`config.mk`:
```
export PLATFORM = sky130hd
export DESIGN_NAME = elevator_ctrl_n
export DESIGN_NICKNAME = d
export VERILOG_FILES = /design/src/rtl/elevator_pkg.sv /design/src/rtl/elevator_timer.sv /design/src/rtl/elevator_ctrl_n.sv
export SDC_FILE = /design/constraint.sdc
export NUM_CORES = 1
export LEC_CHECK = 0
export ABC_AREA = 1
export CAP_MARGIN = 20
export CORE_MARGIN = 2
export CORE_UTILIZATION = 45
export DETAILED_ROUTE_END_ITERATION = 10
export PLACE_DENSITY = 0.81
export SLEW_MARGIN = 5
export SYNTH_ARGS = -nofsm -noshare
export SYNTH_HDL_FRONTEND = slang
export SYNTH_SLANG_ARGS = --single-unit
```
`constraint.sdc`:
```
create_clock -name clk -period 1.99 [get_ports clk]
set_clock_uncertainty 0.15 [all_clocks]
set_input_delay 0.398 -clock clk [delete_from_list [all_inputs] [get_ports clk]]
set_output_delay 0.398 -clock clk [all_outputs]
set_load 0.01 [all_outputs]
```
`src/rtl/elevator_pkg.sv`:
```
// Shared types for the elevator controller: FSM states and direction encoding.
package elevator_pkg;

  typedef enum logic [2:0] {
    IDLE,
    MOVE_UP,
    MOVE_DOWN,
    DOOR_OPEN,
    EMERGENCY
  } state_e;

  localparam logic UP   = 1'b1;
  localparam logic DOWN = 1'b0;

  function automatic int max2(input int a, input int b);
    return (a > b) ? a : b;
  endfunction

endpackage

```
`src/rtl/elevator_timer.sv`:
```
// Loadable down-counter shared by the travel and door-dwell phases.
// done is high whenever the count has reached zero.
module elevator_timer #(
  parameter int W = 4
) (
  input  logic         clk,
  input  logic         reset_n,
  input  logic         load,
  input  logic [W-1:0] load_val,
  input  logic         en,
  output logic [W-1:0] value,
  output logic         done
);

  logic [W-1:0] cnt_q, cnt_d;

  // load wins over count; counting stops at zero
  always_comb begin
    cnt_d = cnt_q;
    if (load)                  cnt_d = load_val;
    else if (en && cnt_q != '0) cnt_d = cnt_q - W'(1);
  end

  // count register
  always_ff @(posedge clk or negedge reset_n) begin
    if (!reset_n) cnt_q <= '0;
    else          cnt_q <= cnt_d;
  end

  assign value = cnt_q;
  assign done  = (cnt_q == '0);

endmodule

```
`src/rtl/elevator_ctrl_n.sv`:
```
// SCAN elevator controller: latched requests, timed travel and door dwell,
// and an emergency return to floor 0 that overrides everything else.
import elevator_pkg::*;

module elevator_ctrl_n #(
  parameter int N_FLOORS      = 8,
  parameter int FLOOR_W       = $clog2(N_FLOORS),
  parameter int TRAVEL_CYCLES = 4,
  parameter int DOOR_CYCLES   = 8
) (
  input  logic                clk,
  input  logic                reset_n,
  input  logic                emergency_btn,
  input  logic [N_FLOORS-1:0] call_req,
  output logic [FLOOR_W-1:0]  floor,
  output logic                door_open,
  output logic                moving_up,
  output logic                moving_down,
  output logic [N_FLOORS-1:0] pending,
  output logic                emergency_active
);

  localparam int MAX_C = max2(TRAVEL_CYCLES, DOOR_CYCLES);
  localparam int TW    = (MAX_C > 1) ? $clog2(MAX_C) : 1;
  localparam logic [TW-1:0] TRAVEL_LD = TW'(TRAVEL_CYCLES - 1);
  localparam logic [TW-1:0] DOOR_LD   = TW'(DOOR_CYCLES - 1);
  localparam logic [FLOOR_W-1:0] TOP  = FLOOR_W'(N_FLOORS - 1);

  state_e                state_q, state_d;
  logic [FLOOR_W-1:0]    floor_q, floor_d;
  logic [N_FLOORS-1:0]   pending_q, pending_d;
  logic                  dir_q, dir_d;

  logic                  tmr_load, tmr_en, tmr_done;
  logic [TW-1:0]         tmr_val, tmr_value;
  logic                  any_above, any_below, go_up, go_dn;

  elevator_timer #(.W(TW)) u_timer (
    .clk      (clk),
    .reset_n  (reset_n),
    .load     (tmr_load),
    .load_val (tmr_val),
    .en       (tmr_en),
    .value    (tmr_value),
    .done     (tmr_done)
  );

  // scan registered requests above / below the current floor
  always_comb begin
    any_above = 1'b0;
    any_below = 1'b0;
    for (int i = 0; i < N_FLOORS; i++) begin
      if (FLOOR_W'(i) > floor_q) any_above |= pending_q[i];
      if (FLOOR_W'(i) < floor_q) any_below |= pending_q[i];
    end
  end

  // keep going the current way if possible, else reverse
  assign go_up = dir_q ? any_above : (any_above & ~any_below);
  assign go_dn = dir_q ? (any_below & ~any_above) : any_below;

  // state register
  always_ff @(posedge clk or negedge reset_n) begin
    if (!reset_n) begin
      state_q   <= IDLE;
      floor_q   <= '0;
      pending_q <= '0;
      dir_q     <= UP;
    end else begin
      state_q   <= state_d;
      floor_q   <= floor_d;
      pending_q <= pending_d;
      dir_q     <= dir_d;
    end
  end

  // next-state, floor, request latch and timer control
  always_comb begin
    state_d   = state_q;
    floor_d   = floor_q;
    dir_d     = dir_q;
    pending_d = pending_q | call_req;
    tmr_load  = 1'b0;
    tmr_val   = TRAVEL_LD;
    tmr_en    = 1'b0;

    if (emergency_btn && state_q != EMERGENCY) begin
      // abort whatever is in progress; partial travel is discarded
      state_d   = EMERGENCY;
      pending_d = '0;
      tmr_load  = 1'b1;
    end else begin
      case (state_q)
        IDLE, DOOR_OPEN: begin
          if (state_q == DOOR_OPEN && call_req[floor_q]) begin
            tmr_load = 1'b1;
            tmr_val  = DOOR_LD;
          end else if (state_q == IDLE && pending_q[floor_q]) begin
            state_d  = DOOR_OPEN;
            tmr_load = 1'b1;
            tmr_val  = DOOR_LD;
          end else if (state_q == DOOR_OPEN && !tmr_done) begin
            tmr_en = 1'b1;
          end else if (go_up) begin
            state_d  = MOVE_UP;
            dir_d    = UP;
            tmr_load = 1'b1;
          end else if (go_dn) begin
            state_d  = MOVE_DOWN;
            dir_d    = DOWN;
            tmr_load = 1'b1;
          end else begin
            state_d = IDLE;
          end
        end
        MOVE_UP, MOVE_DOWN: begin
          if (tmr_done) begin
            floor_d  = (state_q == MOVE_UP) ? floor_q + FLOOR_W'(1) : floor_q - FLOOR_W'(1);
            tmr_load = 1'b1;
            // only a request already latched stops the car here
            if (pending_q[floor_d]) begin
              state_d = DOOR_OPEN;
              tmr_val = DOOR_LD;
            end
          end else begin
            tmr_en = 1'b1;
          end
        end
        EMERGENCY: begin
          pending_d = '0;
          if (floor_q != '0) begin
            if (tmr_done) begin
              floor_d  = floor_q - FLOOR_W'(1);
              tmr_load = 1'b1;
            end else begin
              tmr_en = 1'b1;
            end
          end else if (!emergency_btn) begin
            state_d = IDLE;
            dir_d   = UP;
          end
        end
        default: state_d = IDLE;
      endcase
    end

    // the stop being served never stays pending
    if (state_d == DOOR_OPEN) pending_d[floor_d] = 1'b0;
  end

  // Moore outputs decoded from registered state
  always_comb begin
    door_open        = (state_q == DOOR_OPEN) || (state_q == EMERGENCY && floor_q == '0);
    moving_up        = (state_q == MOVE_UP);
    moving_down      = (state_q == MOVE_DOWN) || (state_q == EMERGENCY && floor_q != '0);
    emergency_active = (state_q == EMERGENCY);
    floor            = floor_q;
    pending          = pending_q;
  end

  // travel can never step past either end of the shaft
  always_ff @(posedge clk) begin
    if (reset_n && tmr_done)
      assert (!(state_q == MOVE_UP && floor_q == TOP) && !(state_q == MOVE_DOWN && floor_q == '0));
  end

endmodule

```
==> results of run 1 <==
## synth_stat cells, drive strengths merged
master	count	area, um2
buf	5	50.0
o21ai	12	63.8
nand4	13	87.6
dfstp	1	26.3
dfrtp	17	425
xor2	1	8.76
ha	8	100
clkinv	1	3.75
nand2	119	529
nor2	18	90.1
nand3b	2	27.5
or2	1	6.26
o211ai	1	7.51
a21oi	25	148
nor3	1	10.0
nand3	29	163
o21a	1	7.51
a21boi	1	18.8
inv	57	219
## cell families after synthesis
family / Yosys count / share of synthesized area, %
buffers and inverters: 63 / 13.7
xor gates and xnor gates: 1 / 0.440
AOI/OAI and AO/OA: 40 / 12.3
DFF: 18 / 22.7
adders and majority gates: 8 / 5.03
and+or+nand+nor: 183 / 45.9
## stage by stage
step	std cells	util [%]
after CTS	457	72.2
after detailed placement	436	61.9
final	460	74.5
after floorplan	313	-
after global placement	436	61.9
after global routing	460	74.5
## path summary, 6_finish.rpt
| kind | startpoint | to | slack [ns] | cells after the start |
|---|---|---|---|---|
| max in group asynchronous | reset_n | dir_q | 1.11 | 2 |
| worst max-delay path | floor[0] | pending[1] | -0.35 | 15 |
| min in group clk | u_timer.value[1] | u_timer.value[1] | 0.38 | 2 |
| worst min register to register | u_timer.value[1] | u_timer.value[1] | 0.38 | 2 |
| worst max register to register | floor[0] | pending[1] | -0.35 | 15 |
| worst min-delay path | reset_n | floor[2] | 0.32 | 2 |
## report_power, final
part | total, mW | internal (mW) | switching, mW
clock | 0.298 | 0.176 | 0.122
sequential | 0.602 | 0.477 | 0.125
combinational | 3.15 | 1.36 | 1.79
total | 4.05 | 2.02 | 2.03
## sequential cells by signal, summed over array words and instances, names as in the netlist
signal and cells:
pending 8, dir_q 1, u_timer.value 3, state_q 3
floor 3
## worst max-delay path, stage by stage, from the launching register on
cell     delay [ns]
dfrtp_1        0.38
buf_6          0.13
inv_8          0.04
ha_4           0.17
nand2_4        0.07
inv_2          0.05
buf_4          0.13
o21ai_0        0.26
nand3_1        0.13
nand2_1        0.13
nand2_1        0.09
nand2_4        0.10
nor2_2         0.05
a21oi_1        0.15
nand4_1        0.13
nand2_2        0.09
## layout make-up
cell class / instances / area share [%]
Inverter: 58 / 7.04
Multi-Input combinational cell: 233 / 47.8
Tap cell: 52 / 2.03
Clock buffer: 4 / 1.72
Sequential cell: 18 / 14.2
Timing Repair Buffer: 95 / 27.2
## repair_timing
item / 4_1_cts / 5_1_grt
pin swaps: 49 / 15
endpoints found under the setup margin: 17 / 19
resized for setup: 85 / 21
cloned: 2 / 0
buffers inserted: 15 / 4
## per-layer routing
layer  share of wire (%)  global-route usage, %  up-vias
li1                    -                      -     1179
met1                  37                   39.3     1262
met2                  49                   56.2      191
met3                 8.7                   3.85       59
met4                 5.3                   15.3        0
met5                   0                      0        -
==> key figures, run 1 <==
Clock network
  • Latest clock arrival within the worst-skew pair: around 0.26 ns
  • Clock sink count: 18
  • CTS Buf Count: 3
  • Clk slew on worst S/H paths: roughly 0.070 ns
  • Hold-fix buffers, CTS: 0
  • CTS tree: done
  • Root buffer cell: clkbuf_8
  • H-tree Lvls: 1
  • Clock Tree Buf Depth: 2

Placement
  • Final HPWL DP: between 4000 and 5000 um
  • Gpl congestion: a little over 0.9
  • PortBufs: 25
  • Pre-CTS setup slack: -0.275 ns
  • DP Area: 0.00266 mm2

Worst setup path
  • CP arrival: around 2.4 ns
  • Data required time of the critical path: ~2 ns
  • Nature of the critical path endpoint: flop
  • CP Class: flop to flop
  • Worst Path Max Fanout: 6
  • Critical Path Start Type: flop

Yosys
  • Ys Warns: 0
  • Synth Instances: 313
  • Synthesized net count: between 300 and 400
  • Syn avg cell area: ~6.4 um2
  • #FFs+latches synth: 18
  • Cell Area, Synth: 0.00199 mm2
  • Register area share after synthesis: a little under a quarter
  • Yosys cell types: 35

Cells and area
  • Final design instance area without fill: approximately 0.0032 mm2
  • Fillers: approximately 260
  • Number of diodes: 0
  • Most frequent cells in the layout: 76 x nand2_1, 54 x buf_4, 42 x inv_1, 34 x nand2_2, 23 x nand3_1
  • Area Overhead vs Synth: 60.6%
  • Seq. cell area: between 400 and 500 um2
  • Final Net Count: 428
  • Area of the multi-input gates: 0.00153 mm2
  • Commonest non-fill, non-tap cell in the layout: nand2_1
  • Share of layout cells above drive strength 1: about 44%

STA
  • Max transition margin: a little over two thirds
  • Crit share post-route: 117%
  • Unrepaired setup endpoints after global routing: true
  • Worst setup margin: -0.346 ns
  • Final setup violation count: 18
  • Least-Margin Pin Slew: around 0.45 ns
  • Pins Over Slew Limit: 0
  • Setup TNS: -3.62 ns
  • WHS: between 0.3 and 0.4 ns
  • Time the worst path needs with I/O delays and setup: approximately 2.3 ns
  • Achievable Freq: about 430 MHz
  • Final Hold Vio Count: 0

Global route
  • Global route total overflow: 0
  • Vias in the first global route: 2673
  • First-pass GRT wire length: roughly 13000 um
  • Largest net degree at the start of global routing: 19
  • Tot GR Track Use: roughly a third
  • Initial antenna violation count: 0

Power and ir drop
  • Power Total: roughly 4.0 mW
  • Peak supply drop: 0.719 mV
  • PwrDens: 1270 mW/mm2
  • Lkg Pwr: ~1.7 nW

Drt
  • DR vias/cell: approximately 5.9
  • DRC errors left: 0
  • Detailed Routing Iterations Pass 1: 6
  • DRT Wirelength: between 8000 and 9000 um
  • Vias: between 2000 and 3000
  • Drt first-iter violations: between 300 and 400
  • Avg WL per Cell: ~18 um
  • Final ANT Viol Nets: 0

Floorplan
  • # IOs: 26
  • Die Span Y: ~71 um
  • Initial Utilization: 46.4%
  • Core Region: roughly 0.0043 mm2
  • Cell row count: 24
  • Die Area: about 0.005 mm2
  • Die span in x: 70.5 um

Worst hold path
  • Hold Path Class: input pin to asynchronous set/reset pin

Status
  • Violated checks: negative setup slack
  • Status: finished with violations

Flow run
  • Max Cap Viol: 0
(Power assumes the default switching activity.)
==> run 2, diff against run 1 <==
--- a/config.mk
+++ b/config.mk
@@ -9,8 +9,10 @@
 export CAP_MARGIN = 20
 export CORE_MARGIN = 2
 export CORE_UTILIZATION = 45
+export CTS_BUF_LIST = sky130_fd_sc_hd__clkbuf_4
 export DETAILED_ROUTE_END_ITERATION = 10
 export PLACE_DENSITY = 0.81
+export SETUP_SLACK_MARGIN = 0.3
 export SLEW_MARGIN = 5
 export SYNTH_ARGS = -nofsm -noshare
 export SYNTH_HDL_FRONTEND = slang
==> run 2 against run 1 <==
The run still ends with negative setup slack left. Combinational power grew 14%. Sequential power decreased by 0.7%. Sequential share of layout area is 0.53 points lower. Count of clock-buffer cells in the layout decreased by 1. Fmax is 2.2% lower. Die area unchanged. Sequential cell count unchanged. Clock power down 36%. Critical path depth fell by 4. Cell area increased by 3.9%. Cell count up 2.6%. Critical path type unchanged. Critical endpoint is now pending[2]. Largest cell class unchanged.
==> key figures, run 2 (same netlist as run 1, synthesis figures left out) <==
Power and ir drop
  • Peak supply drop: between 0.7 and 0.8 mV
  • PwrDens: between 1000 and 1500 mW/mm2
  • Sw Ratio: 50.7%
  • Lkg Pwr: around 1.8 nW
  • Clk pwr share: between 4 and 5%
  • Sequential Power Share: approximately 14%
  • Total internal power: roughly 2.2 mW
  • Combinational group share of total power: approximately four fifths
  • Sw Pwr: ~2.2 mW

Placement
  • Gpl congestion: 0.926
  • Final HPWL DP: roughly 5000 um
  • DP Area: 0.00275 mm2
  • PortBufs: 25
  • Pre-CTS setup slack: -0.307 ns

Drt
  • DR vias/cell: 5.64
  • DRC errors left: 0
  • DRT Wirelength: roughly 8000 um
  • Drt first-iter violations: between 300 and 400
  • Detailed Routing Iterations Pass 1: 7
  • Vias: between 2000 and 3000
  • Avg WL per Cell: between 15 and 20 um
  • Final ANT Viol Nets: 0

Worst setup path
  • Worst Path Max Fanout: 3
  • Worst path bufs/invs: 2
  • Data required time of the critical path: just over 2 ns
  • CP arrival: ~2.4 ns
  • Critical Path, Cell by Cell: buf_6, ha_2, ha_2, nand3_1, nand4_4, nand2_4, a21boi_4, nand2_4, buf_12, nand4_1, nand2_1
  • CP Class: flop to flop
  • Reg2reg start: floor[0]
  • Nature of the critical path endpoint: flop
  • Slowest CP cell: dfrtp_1
  • Reg2reg path depth: 11
  • Reg2reg setup slack: -0.40 ns
  • WP depth: 11
  • Critical Path Start Type: flop
  • Crit path max-delay family: simple AND/OR/NAND/NOR gates
  • Reg2reg end: pending[2]
  • Slowest stage delay, CP: about 0.43 ns

Floorplan
  • Core Region: approximately 0.0043 mm2
  • Die Span Y: approximately 71 um
  • Initial Utilization: a little under half
  • Die span in x: a little over 70 um
  • # IOs: 26
  • Cell row count: 24
  • Die Area: about 0.0050 mm2

Clock network
  • H-tree Lvls: 1
  • CTS tree: done
  • CTS Buf Count: 3
  • Hold-fix buffers, CTS: 0
  • Latest clock arrival within the worst-skew pair: ~0.3 ns
  • Clock sink count: 18
  • Root buffer cell: clkbuf_4
  • Clock Tree Buf Depth: 2
  • Clk slew on worst S/H paths: 0.11 ns

Cells and area
  • Largest register FFs: 8
  • Most frequent cells in the layout: 68 x nand2_1, 63 x buf_4, 42 x inv_1, 37 x nand2_2, 19 x nand3_1
  • Commonest non-fill, non-tap cell in the layout: nand2_1
  • Share of layout cells above drive strength 1: 48.6%
  • Final design utilization: just under 80%
  • Area Overhead vs Synth: 66.9%
  • Number of diodes: 0
  • Final design instance area without fill: between 0.003 and 0.004 mm2
  • Final Net Count: 440
  • Fillers: roughly 280

STA
  • Max transition margin: a little under two thirds
  • Final Hold Vio Count: 0
  • Least-Margin Pin Slew: roughly 0.54 ns
  • Unrepaired setup endpoints after global routing: true
  • Pins Over Slew Limit: 0
  • Time the worst path needs with I/O delays and setup: between 2 and 2.5 ns
  • Worst setup margin: -0.399 ns
  • Crit share post-route: 120%
  • Achievable Freq: 419 MHz
  • Final setup violation count: 18

Status
  • Status: finished with violations
  • Violated checks: negative setup slack

Worst hold path
  • Hold Path Class: input pin to asynchronous set/reset pin

Global route
  • Global route total overflow: 0
  • First-pass GRT wire length: approximately 12000 um
  • Initial antenna violation count: 0
  • Tot GR Track Use: ~29%
  • Largest net degree at the start of global routing: 19
  • Vias in the first global route: 2480

Flow run
  • Max Cap Viol: 0
==> run 2: cell types whose count changed in the layout (fill, tap and decap cells not counted), moves of 4 or more <==
| cell | previous run | this run |
|---|---|---|
| buf_6 | 12 | 18 |
| nand3_1 | 23 | 19 |
| dlygate4sd2_1 | 2 | 8 |
| clkdlybuf4s50_1 | 19 | 11 |
| clkbuf_8 | 4 | 0 |
| nand2_1 | 76 | 68 |
| buf_4 | 54 | 63 |
| nand2_4 | 10 | 15 |
| inv_2 | 14 | 10 |
==> run 2: worst reg2reg max path, delay by kind of cell, from the launching register on <==
family          cells  cell delay, ns
flops               1            0.43
compound gates      1            0.26
buf+inv             2            0.27
simple gates        6            0.66
fa+ha+maj           2            0.50
==> run 2: worst max path at each step <==
| stage | end | slack [ns] | start |
|---|---|---|---|
| global route | pending[6] | -0.47 | floor[0] |
| CTS | pending[3] | -0.25 | floor[0] |
| finish | pending[2] | -0.40 | floor[0] |
| global placement | pending[6] | -0.25 | floor[0] |
| detailed placement | pending[7] | -0.31 | call_req[3] |
| floorplan | pending[1] | -0.13 | floor[0] |
==> run 2: layer usage <==
layer,GRT usage (%),share of wire [%],vias up
li1,-,-,1204
met1,36.7,38,1258
met2,50.0,51,159
met3,2.71,6.2,40
met4,12.2,4.5,0
met5,0,0,-
==> run 2: power groups by stage <==
stage,registers [mW],logic [mW],clock network [mW]
after CTS,0.583,2.86,0.191
after global placement,0.582,2.45,0
after global routing,0.605,3.79,0.204
final,0.598,3.60,0.191
after floorplan,0.609,1.45,0
after detailed placement,0.587,2.51,0
==> run 2: timing repair <==
item | in CTS | in global routing
cloned | 1 | 0
endpoints found under the setup margin | 32 | 25
pin swaps | 27 | 38
setup buffers | 15 | 9
resized for setup | 70 | 68
==> run 2: cell type report <==
class                   count  area [um2]  share of cell area [%]
clock buffers               3        22.5                   0.677
clock inverters             1        3.75                   0.113
repair buffers            107         961                    28.9
inverters                  58         248                    7.45
well taps                  52        65.1                    1.96
flip-flops and latches     18         454                    13.7
multi-input cells         233        1570                    47.2
==> run 2: metrics by stage <==
stage | hold slack (ns) | total power [mW] | TNS [ns] | cells
floorplan | -0.0476 | 2.05 | -1.07 | 313
global placement | 0.323 | 3.03 | -2.83 | 443
detailed placement | 0.345 | 3.10 | -3.63 | 443
CTS | 0.268 | 3.63 | -3.05 | 463
global route | 0.311 | 4.60 | -6.03 | 472
finish | 0.265 | 4.39 | -4.95 | 472
==> run 3, diff against run 2 <==
--- a/config.mk
+++ b/config.mk
@@ -7,11 +7,13 @@
 export LEC_CHECK = 0
 export ABC_AREA = 1
 export CAP_MARGIN = 20
+export CELL_PAD_IN_SITES_DETAIL_PLACEMENT = 1
+export CELL_PAD_IN_SITES_GLOBAL_PLACEMENT = 2
 export CORE_MARGIN = 2
-export CORE_UTILIZATION = 45
+export CORE_UTILIZATION = 28
 export CTS_BUF_LIST = sky130_fd_sc_hd__clkbuf_4
 export DETAILED_ROUTE_END_ITERATION = 10
-export PLACE_DENSITY = 0.81
+export PLACE_DENSITY = 0.9
 export SETUP_SLACK_MARGIN = 0.3
 export SLEW_MARGIN = 5
 export SYNTH_ARGS = -nofsm -noshare
==> run 3 against run 2 <==
The flow still finishes with violations (negative setup slack). Cell area is 5.3% higher. Global-route usage is 4.8 points lower. Cell count is 10% higher. Non-clock buffer count is 5 higher. Combinational power is 3% higher. Via count is 2.3% higher. Clock power is 5% higher. Sequential power is 3% higher. Total power is 2.9% higher. Sequential cell count stayed put. First-iteration DRC count is 42% lower.
==> key figures, run 3 (same netlist as run 1, synthesis figures left out) <==
STA
  • Least-Margin Pin Slew: ~0.37 ns
  • Achievable Freq: around 420 MHz
  • Final setup violation count: 18
  • Setup TNS: -4.85 ns
  • Crit share post-route: 121%
  • Max transition margin: approximately 75%
  • Final Hold Vio Count: 0
  • Pins Over Slew Limit: 0
  • Unrepaired setup endpoints after global routing: true
  • Time the worst path needs with I/O delays and setup: 2.40 ns
  • Worst setup margin: -0.408 ns

Global route
  • Vias in the first global route: 2713
  • Global route total overflow: 0
  • Largest net degree at the start of global routing: 19
  • Initial antenna violation count: 0
  • First-pass GRT wire length: ~14000 um
  • Tot GR Track Use: a little under a quarter

Worst setup path
  • Data required time of the critical path: around 2 ns
  • Slowest CP cell: dfrtp_2
  • Crit path top cell by count: nand2_1
  • Worst Path Max Fanout: 7
  • Nature of the critical path endpoint: flop
  • Slowest stage delay, CP: 0.45 ns
  • Critical Path Start Type: flop
  • CP arrival: about 2.5 ns
  • CP Class: flop to flop
  • Critical Path, Cell by Cell: buf_6, buf_8, nand2_4, inv_2, nand2_1, nand4_1, nor2_4, nand3_1, nand3b_1, nand3_2, inv_2, nand2_1, nand2_1, inv_1

Cells and area
  • Area Overhead vs Synth: 75.7%
  • Final Non-Filler Cells: approximately 520
  • Most frequent cells in the layout: 68 x nand2_1, 65 x buf_4, 41 x inv_1, 36 x nand2_2, 22 x nand3_1
  • Share of layout cells above drive strength 1: 51.1%
  • Seq. cell area: between 400 and 500 um2
  • Fillers: 866
  • Commonest non-fill, non-tap cell in the layout: nand2_1
  • Number of diodes: 0
  • Final design utilization: between 50 and 60%
  • Largest register FFs: 8
  • Area of the multi-input gates: roughly 0.0016 mm2
  • Final Net Count: between 400 and 500

Clock network
  • Clk slew on worst S/H paths: between 0.1 and 0.15 ns
  • CTS Buf Count: 3
  • Root buffer cell: clkbuf_4
  • Clock sink count: 18
  • H-tree Lvls: 1
  • Clock Tree Buf Depth: 2
  • Latest clock arrival within the worst-skew pair: around 0.32 ns
  • CTS tree: done

Floorplan
  • Die Area: around 0.0078 mm2
  • # IOs: 26
  • Core Region: ~0.007 mm2
  • Initial Utilization: between 20% and 30%
  • Die span in x: roughly 90 um
  • Cell row count: 30
  • Die Span Y: a little under 90 um

Drt
  • Drt first-iter violations: between 150 and 200
  • Avg WL per Cell: 20.7 um
  • Final ANT Viol Nets: 0
  • Metal-1 WL: between 4000 and 5000 um
  • Vias: roughly 2700
  • Max Used Layer: met4
  • DRC errors left: 0
  • Metal2 WL: between 5000 and 6000 um
  • DRT Wirelength: 10800 um
  • Detailed Routing Iterations Pass 1: 4
  • DR vias/cell: ~5.2
  • WL met3: 501 um

Placement
  • PortBufs: 25
  • Final HPWL DP: around 6100 um
  • Inst Count DP: 480
  • Gpl congestion: 0.916

Power and ir drop
  • PwrDens: 1290 mW/mm2
  • Peak supply drop: 0.656 mV
  • Lkg Pwr: 1.80 nW

Status
  • Violated checks: negative setup slack
  • Status: finished with violations

Flow run
  • Max Cap Viol: 0

Worst hold path
  • Hold Path Class: input pin to asynchronous set/reset pin
run 3: power by group:
| group | total, mW | internal [mW] | switching (mW) |
|---|---|---|---|
| Clock | 0.200 | 0.0736 | 0.126 |
| Combinational | 3.70 | 1.64 | 2.06 |
| Sequential | 0.613 | 0.479 | 0.134 |
run 3: final timing paths:
| path | slack, ns | startpoint | endpoint | depth (start not counted) |
|---|---|---|---|---|
| worst max-delay path | -0.41 | floor[1] | u_timer.value[2] | 14 |
| worst min-delay path | 0.25 | reset_n | pending[1] | 2 |
| worst max register to register | -0.41 | floor[1] | u_timer.value[2] | 14 |
| worst min register to register | 0.35 | dir_q | dir_q | 2 |
| max in group asynchronous | 1.16 | reset_n | dir_q | 2 |
| min in group clk | 0.35 | dir_q | dir_q | 2 |
run 3: cell type report:
| class | instances | share of cell area (%) |
|---|---|---|
| sequential | 18 | 13.1 |
| inverter | 58 | 7.29 |
| clock inverter | 1 | 0.107 |
| multi-input combinational | 233 | 45.6 |
| tap | 96 | 3.43 |
| timing repair buffer | 112 | 29.8 |
| clock buffer | 3 | 0.644 |
run 3: stage by stage:
stage / cell area [um2] / power (mW) / hold slack, ns / worst slack (ns)
floorplan: 2020 / 2.05 / -0.0476 / -0.134
global placement: 2750 / 3.03 / 0.327 / -0.326
detailed placement: 2750 / 3.13 / 0.333 / -0.363
CTS: 3230 / 3.87 / 0.279 / -0.139
global route: 3500 / 4.74 / 0.274 / -0.461
finish: 3500 / 4.51 / 0.247 / -0.408
run 3: critical path: cells and delay by family, from the launching register on:
kind | cells | cell delay, ns
flip-flops | 1 | 0.45
buffers and inverters | 5 | 0.50
AND/OR/NAND/NOR | 9 | 1.19
run 3: per-layer routing:
metal | GRT usage, % | vias up
met3 | 1.49 | 31
li1 | - | 1212
met5 | 0 | -
met2 | 42.6 | 103
met1 | 31.4 | 1376
met4 | 6.75 | 0
run 3: timing repair:
item | in CTS | in global routing
buffers inserted | 22 | 14
endpoints found under the setup margin | 32 | 28
pin swaps | 52 | 29
hold buffers | 0 | 0
gates cloned | 1 | 0
gates resized for setup | 120 | 45
endpoints found under the hold margin | 0 | 0
